===== config.mk =====
export PLATFORM = sky130hd
export DESIGN_NAME = bcd_down_timer
export DESIGN_NICKNAME = d
export VERILOG_FILES = /design/src/rtl/bcd_timer_pkg.sv /design/src/rtl/bcd_dec_digit.sv /design/src/rtl/bcd_down_timer.sv
export SDC_FILE = /design/constraint.sdc
export NUM_CORES = 1
export LEC_CHECK = 0
export ABC_AREA = 0
export BUFFER_PORTS_ARGS = -buffer_cell sky130_fd_sc_hd__buf_2
export CORE_MARGIN = 2
export CORE_UTILIZATION = 52
export DETAILED_ROUTE_END_ITERATION = 7
export PLACE_DENSITY = 0.78
export SLEW_MARGIN = 10
export SYNTH_ARGS = -nofsm -noshare
export SYNTH_HDL_FRONTEND = slang
export SYNTH_SLANG_ARGS = --single-unit

===== constraint.sdc =====
create_clock -name clk -period 2 [get_ports clk]
set_input_delay 0.1 -clock clk [delete_from_list [all_inputs] [get_ports clk]]
set_output_delay 0.1 -clock clk [all_outputs]
set_load 0.05 [all_outputs]

===== src/rtl/bcd_timer_pkg.sv =====
// Shared types and constants for the BCD down-timer.
package bcd_timer_pkg;

  typedef logic [3:0] digit_t;

  typedef enum logic {
    IDLE = 1'b0,
    RUN  = 1'b1
  } state_t;

  localparam digit_t BCD_MAX = 4'd9;

  // Saturate a raw nibble to the largest legal BCD digit.
  function automatic digit_t clamp_digit(input digit_t d);
    return (d > BCD_MAX) ? BCD_MAX : d;
  endfunction

endpackage


===== src/rtl/bcd_dec_digit.sv =====
// One BCD digit of the decrement chain: subtract borrow_in, wrap 0 -> 9.
module bcd_dec_digit
  import bcd_timer_pkg::*;
(
  input  digit_t digit,
  input  logic   borrow_in,
  output digit_t next_digit,
  output logic   borrow_out
);

  // Borrow ripples upward only when this digit underflows.
  always_comb begin
    next_digit = digit;
    borrow_out = 1'b0;
    if (borrow_in) begin
      if (digit == 4'd0) begin
        next_digit = BCD_MAX;
        borrow_out = 1'b1;
      end else begin
        next_digit = digit - 4'd1;
      end
    end
  end

endmodule


===== src/rtl/bcd_down_timer.sv =====
// Cascadable BCD down-counter/timer with one-shot or periodic expiry.
//
// state | meaning
// IDLE  | count held; waiting for start (or load)
// RUN   | count decrements on each en cycle; expiry at count == 1
module bcd_down_timer
  import bcd_timer_pkg::*;
#(
  parameter int DIGITS = 2
) (
  input  logic                clk,
  input  logic                reset,
  input  logic                load,
  input  logic [4*DIGITS-1:0] load_value,
  input  logic                start,
  input  logic                en,
  input  logic                wrap,
  output logic [4*DIGITS-1:0] count,
  output logic                running,
  output logic                done,
  output logic                load_err
);

  localparam int W = 4 * DIGITS;
  localparam logic [W-1:0] ONE = W'(1);

  state_t         state, state_next;
  logic [W-1:0]   preset, preset_next;
  logic [W-1:0]   count_next;
  logic           done_next, load_err_next;
  logic [W-1:0]   clamped;
  logic           over_any;
  logic [W-1:0]   dec_value;
  logic [DIGITS:0] borrow;
  logic           is_zero, is_one, dec_strobe;

  assign is_zero    = (count == '0);
  assign is_one     = (count == ONE);
  assign dec_strobe = (state == RUN) && en;
  assign borrow[0]  = dec_strobe;

  genvar g;
  generate
    for (g = 0; g < DIGITS; g++) begin : g_dec
      bcd_dec_digit u_dec (
        .digit      (count[4*g +: 4]),
        .borrow_in  (borrow[g]),
        .next_digit (dec_value[4*g +: 4]),
        .borrow_out (borrow[g+1])
      );
    end
  endgenerate

  // Clamp each preset digit to 9 and flag any digit that needed it.
  always_comb begin
    clamped  = '0;
    over_any = 1'b0;
    for (int i = 0; i < DIGITS; i++) begin
      clamped[4*i +: 4] = clamp_digit(load_value[4*i +: 4]);
      if (load_value[4*i +: 4] > BCD_MAX) over_any = 1'b1;
    end
  end

  // State register.
  always_ff @(posedge clk) begin
    if (reset) state <= IDLE;
    else       state <= state_next;
  end

  // Next-state logic; load always forces IDLE.
  always_comb begin
    state_next = state;
    if (load) begin
      state_next = IDLE;
    end else begin
      case (state)
        IDLE: if (start && !is_zero) state_next = RUN;
        RUN:  if (en && is_one && !wrap) state_next = IDLE;
        default: state_next = IDLE;
      endcase
    end
  end

  // Datapath next values: load, zero-start pulse, decrement, expiry.
  always_comb begin
    count_next    = count;
    preset_next   = preset;
    done_next     = 1'b0;
    load_err_next = load_err;
    if (load) begin
      count_next    = clamped;
      preset_next   = clamped;
      load_err_next = over_any;
    end else if (state == IDLE) begin
      if (start && is_zero) done_next = 1'b1;
    end else if (dec_strobe) begin
      if (is_one) begin
        done_next  = 1'b1;
        count_next = wrap ? preset : '0;
      end else if (!borrow[DIGITS]) begin
        // A top-level borrow would mean underflow past zero; hold instead.
        count_next = dec_value;
      end
    end
  end

  // Registered count, preset and status outputs.
  always_ff @(posedge clk) begin
    if (reset) begin
      count    <= '0;
      preset   <= '0;
      done     <= 1'b0;
      load_err <= 1'b0;
    end else begin
      count    <= count_next;
      preset   <= preset_next;
      done     <= done_next;
      load_err <= load_err_next;
    end
  end

  assign running = (state == RUN);

endmodule

* After elaboration in Yosys (flattened, before gate mapping)
Index checks and enable logic that the tools add are counted.
Word-level totals: register bits 19, input port bits 14, output and inout port bits 11, logic and storage cells 53
Operators by class: add/sub/neg operators 2, magnitude comparators 2, equal/unequal tests 2, muxes and demuxes 24, bitwise logic cells 1, reductions and logical operators 16
Operator list (number):
- $mux 8 | 6
- $mux 4 | 5
- $mux 1 | 12
- $eq 8x1->1 const B | 1
- $gt 4x4->1 const B | 2
- $logic_not 4->1 | 2
- $logic_not 8->1 | 1
- $sub 4x1->4 const B | 2
- $logic_and 1x1->1 | 5
- $reduce_and 4->1 | 1
- $reduce_bool 2->1 | 2
- $ne 3x3->1 const B | 1
- $reduce_and 3->1 | 1
- $reduce_bool 3->1 | 1
- $logic_not 1->1 | 2
- $pmux 1 s2 | 1
- $reduce_or 2->1 | 1
- $not 1->1 | 1

* Longest topological paths before layout
depth after elaboration 9, depth in mapped cells 5, mapped depth without buffers 4

* Modules after synthesis
A second synthesis with hierarchy kept.
Second synthesis, totals: cells, all modules 137, area total of the unflattened synthesis 1106.1 sq um
Modules (own cells, without submodules):
- bcd_down_timer | instances 1, cells an instance 115, area an instance 948.4 sq um, sequential area each 380.4 sq um
- bcd_dec_digit | instances 2, cells an instance 11, area an instance 78.8 sq um, sequential area each 0.0 sq um

* Least setup slack after synthesis
No wires, ideal clock.
path kind flip-flop to flip-flop, from register count[0], to register count[0], library setup time 0.091 ns, arrival 1.753 ns, required time 1.909 ns, setup slack 0.156 ns, cell stages (with the launch flop) 5, buffers on the path 0, clock period less this slack 1.844 ns, path through dfxtp_1 nor4b_4 nand3_2 or3b_1 a311oi_1
Between the ends: cells in the longest elaborated chain, start to end 7, elaborated cells on any way between the ends 14, those cells by class add/sub: 1; eq/ne: 2; mux: 9; reduce/logical: 2
RTL lines:
- start: declaration | line bcd_down_timer.sv:18 | output logic [4*DIGITS-1:0] count,
- start signal: assignment | line bcd_down_timer.sv:115 | count <= count_next;
- $sub 4x1->4 / $logic_not 4->1 (equally long branches) | line bcd_dec_digit.sv:20, bcd_dec_digit.sv:16
- $mux 4 | line bcd_dec_digit.sv:16 | if (digit == 4'd0) begin
- $mux 8 | line bcd_down_timer.sv:100 | end else if (!borrow[DIGITS]) begin
- $mux 8 | line bcd_down_timer.sv:97 | if (is_one) begin
- $mux 8 | line bcd_down_timer.sv:96 | end else if (dec_strobe) begin
- $mux 8 | line bcd_down_timer.sv:94 | end else if (state == IDLE) begin
- $mux 8 | line bcd_down_timer.sv:90 | if (load) begin
Several ways; a longest one is shown, not always the timed one. The select of a mux whose other input is x is not followed. A chain may end at the register's enable or synchronous reset.

* Worst setup path after layout
from register count[5], to register count[6]
Between the ends: cells in the longest elaborated chain, start to end 8, elaborated cells on any way between the ends 15, those cells by class add/sub: 1; eq/ne: 2; mux: 9; reduce/logical: 3
RTL lines:
- $sub 4x1->4 / $logic_not 4->1 (equally long branches) | line bcd_dec_digit.sv:20, bcd_dec_digit.sv:16
- $mux 4 | line bcd_dec_digit.sv:16
- $mux 4 | line bcd_dec_digit.sv:15 | if (borrow_in) begin
- $mux 8 | line bcd_down_timer.sv:100
- $mux 8 | line bcd_down_timer.sv:97
- $mux 8 | line bcd_down_timer.sv:96
- $mux 8 | line bcd_down_timer.sv:94
- $mux 8 | line bcd_down_timer.sv:90
Several ways; a longest one is shown, not always the timed one. The select of a mux whose other input is x is not followed.

==> run summary <==
post_cts resized - 0
Layout Cells excl Fill - 174
Adder-Cell Fraction of Synth Area - 0
EDFF count, synth - 0
RR Startpoint - count[5]
layout cells sized above 1 - 0.252
Fmax achieved - 0.552 GHz
final HPWL from detailed placement - 1830 µm
critical hold path startpoint - load_value[3]
share of the synthesized area in the top cell type - 0.355
Residual DRC - 0
Iter 0 DRT Violations - 39
# Max-Cap Violations - 0
status - finished clean
clock sink total - 19
RSZ-0062 raised after global routing - no
WS Path Type - reg -> reg
Slowest cell on crit path - nor4_4
Cell variety after synth - 38
count leader, synth - dfxtp_1
Crit Reg-Reg Endpoint - count[6]
RD Place Congestion - 0.861
Critical Path Fanout Max - 8
min cycle time layout - 1810 ps
dpl ws - 207 ps
H-tree levels - 1
Avg Cell Area, Syn - 8.65 µm²
chip height - 49.4 µm
Ports - 25
Hold Buf Count CTS - 0
initial core utilization - 0.547
Slew Viols, Final - 0
synthesis warning total - 0
CTS tree - yes
worst skew pair latency - 300 ps
WL per Instance - 14.5 µm
worst slew pin tran - 524 ps
die area - 2440 µm²
Via Count - 1,049
top_reg_cell synth - dfxtp_1
maximum vdd drop - 0.490 mV
Max clock buf depth - 2
Pleak - 0.494 nW
final setup fails - 0
crit-path max cell delay - 440 ps
cell count after synthesis - 124
initial antenna violation count - 0
first-pass GRT wire length - 4110 µm
final critical-path share of the clock period - 0.905
drt total wl - 2520 µm
Die X - 49.4 µm
Rows - 16
Mapped Area - 1070 µm²
post-route setup slack - 190 ps
CP Cell Sequence - nor4_4 > buf_4 > nand4_1 > a31o_2 > a311oi_1
DRT Pass-1 Iters - 6
final hold slack - 67.8 ps
n_diodes - 0
GRT Total Usage - 0.214
area of the core - 1960 µm²
Post-Synth XOR/XNOR Area - 0.00817
Synth Area in Simple Gates - 0.280
multiplexer share of the synthesized area - 0.0280
Syn Nets - 138
CP top delay family - simple AND/OR/NAND/NOR gates
FFs w/ async S/R, synth - 0
Hold/Removal Path Class - in -> reg
Hold Crit Depth - 3
hold path endpoint - preset[3]
R2R Setup Slk - 190 ps
total negative slack - 0 ps
Crit path required time - 2200 ps
final hold vios - 0
compound-gate portion of the synthesized area - 0.277
max_slew headroom - 0.651
CP Capture Type - flop
crit path DAT - 2010 ps
Synth area leaders - dfxtp_1, a21oi_1, a311oi_1
total CTS buffers - 3
post-CTS setup buffer count - 0
WP buf/inv - 1
root cell of the clock tree - clkbuf_4
Antenna Violating Nets Remaining - 0
Worst Reg-to-Reg Cells - 5
Pwr per Cell Area - 722 nW/µm²
largest net degree at the start of global routing - 34
largest family of logic cells by synthesized area - simple AND/OR/NAND/NOR gates
Vias/cell - 6.03
area leader, netlist - dfxtp_1
Setup Skew - 6.37 ps
Seq cells post-synth - 19
top cells by count, synth - dfxtp_1, a21oi_1, nand2_1, o21ai_0
Placed Instances - 170
register area share after synthesis - 0.355
grt ovf - 0
nature of the critical path startpoint - flop
clock transition at the registers of the reported paths - 110 ps
layout net count - 162
port bufs - 24
vias in the first global route - 896
Layout area overhead - 14.7%
-- metal layers --
metal / vias up / GRT usage / part of all wire
met5: - / 0 / 0
met4: 0 / 0.0880 / 0.013
met3: 4 / 0.0429 / 0.075
met2: 48 / 0.306 / 0.45
met1: 482 / 0.311 / 0.46
li1: 515 / - / -
-- metrics by stage --
step           instance area (µm²)  total power, mW   util
2_1_floorplan                 1070            0.635      -
3_3_place_gp                  1200            0.692  0.614
3_5_place_dp                  1200            0.700  0.614
4_1_cts                       1230            0.893  0.627
5_1_grt                       1230            0.931  0.627
6_report                      1230            0.888  0.627
-- power breakdown --
group	switching, mW	internal, mW	total [mW]
clock	0.117	0.0776	0.195
combinational	0.157	0.0944	0.252
sequential	0.0382	0.404	0.442
-- kinds of logic (layout without fill, tap and decap cells) --
group,after synthesis,count (layout)
AOI/OAI and AO/OA,43,43
xor gates and xnor gates,1,1
buffers and inverters,11,34
DFF,19,19
muxes,3,3
and+or+nand+nor,47,47
-- cell usage in the layout (no fill, tap or decap), types with 4 or more instances in the layout --
cell,netlist,routed
a21oi_1,11,11
a311oi_1,5,5
buf_2,0,24
dfxtp_1,19,19
nand2_1,9,9
nand2b_1,6,6
nand3b_1,4,4
nor2_1,6,6
nor3_1,5,5
o21ai_0,7,7
-- worst register-to-register path: stages, from the launching register on --
cell and delay, ps:
dfxtp_1 400, nor4_4 440, buf_4 230, nand4_1 130, a31o_2 270, a311oi_1 250
-- worst max-delay path by stage --
stage / startpoint / to / depth (start not counted)
after floorplan: count[0] / count[0] / 4
after global placement: count[5] / count[6] / 5
after detailed placement: count[5] / count[6] / 5
after CTS: count[5] / count[6] / 5
after global routing: count[5] / count[5] / 5
final: count[5] / count[6] / 5
-- state kept, by name, indices dropped and copies added (netlist names) --
signal and count:
running 1, preset 8, count 8, load_err 1, done 1
-- cell type report --
cell class / instances / area [µm²]
Sequential cell: 19 / 380
Tap cell: 27 / 33.8
Inverter: 3 / 11.3
Timing Repair Buffer: 27 / 143
Clock buffer: 4 / 26.3
Multi-Input combinational cell: 94 / 636
Fill cell: 191 / 732
Power figures use the tool's default switching activity.
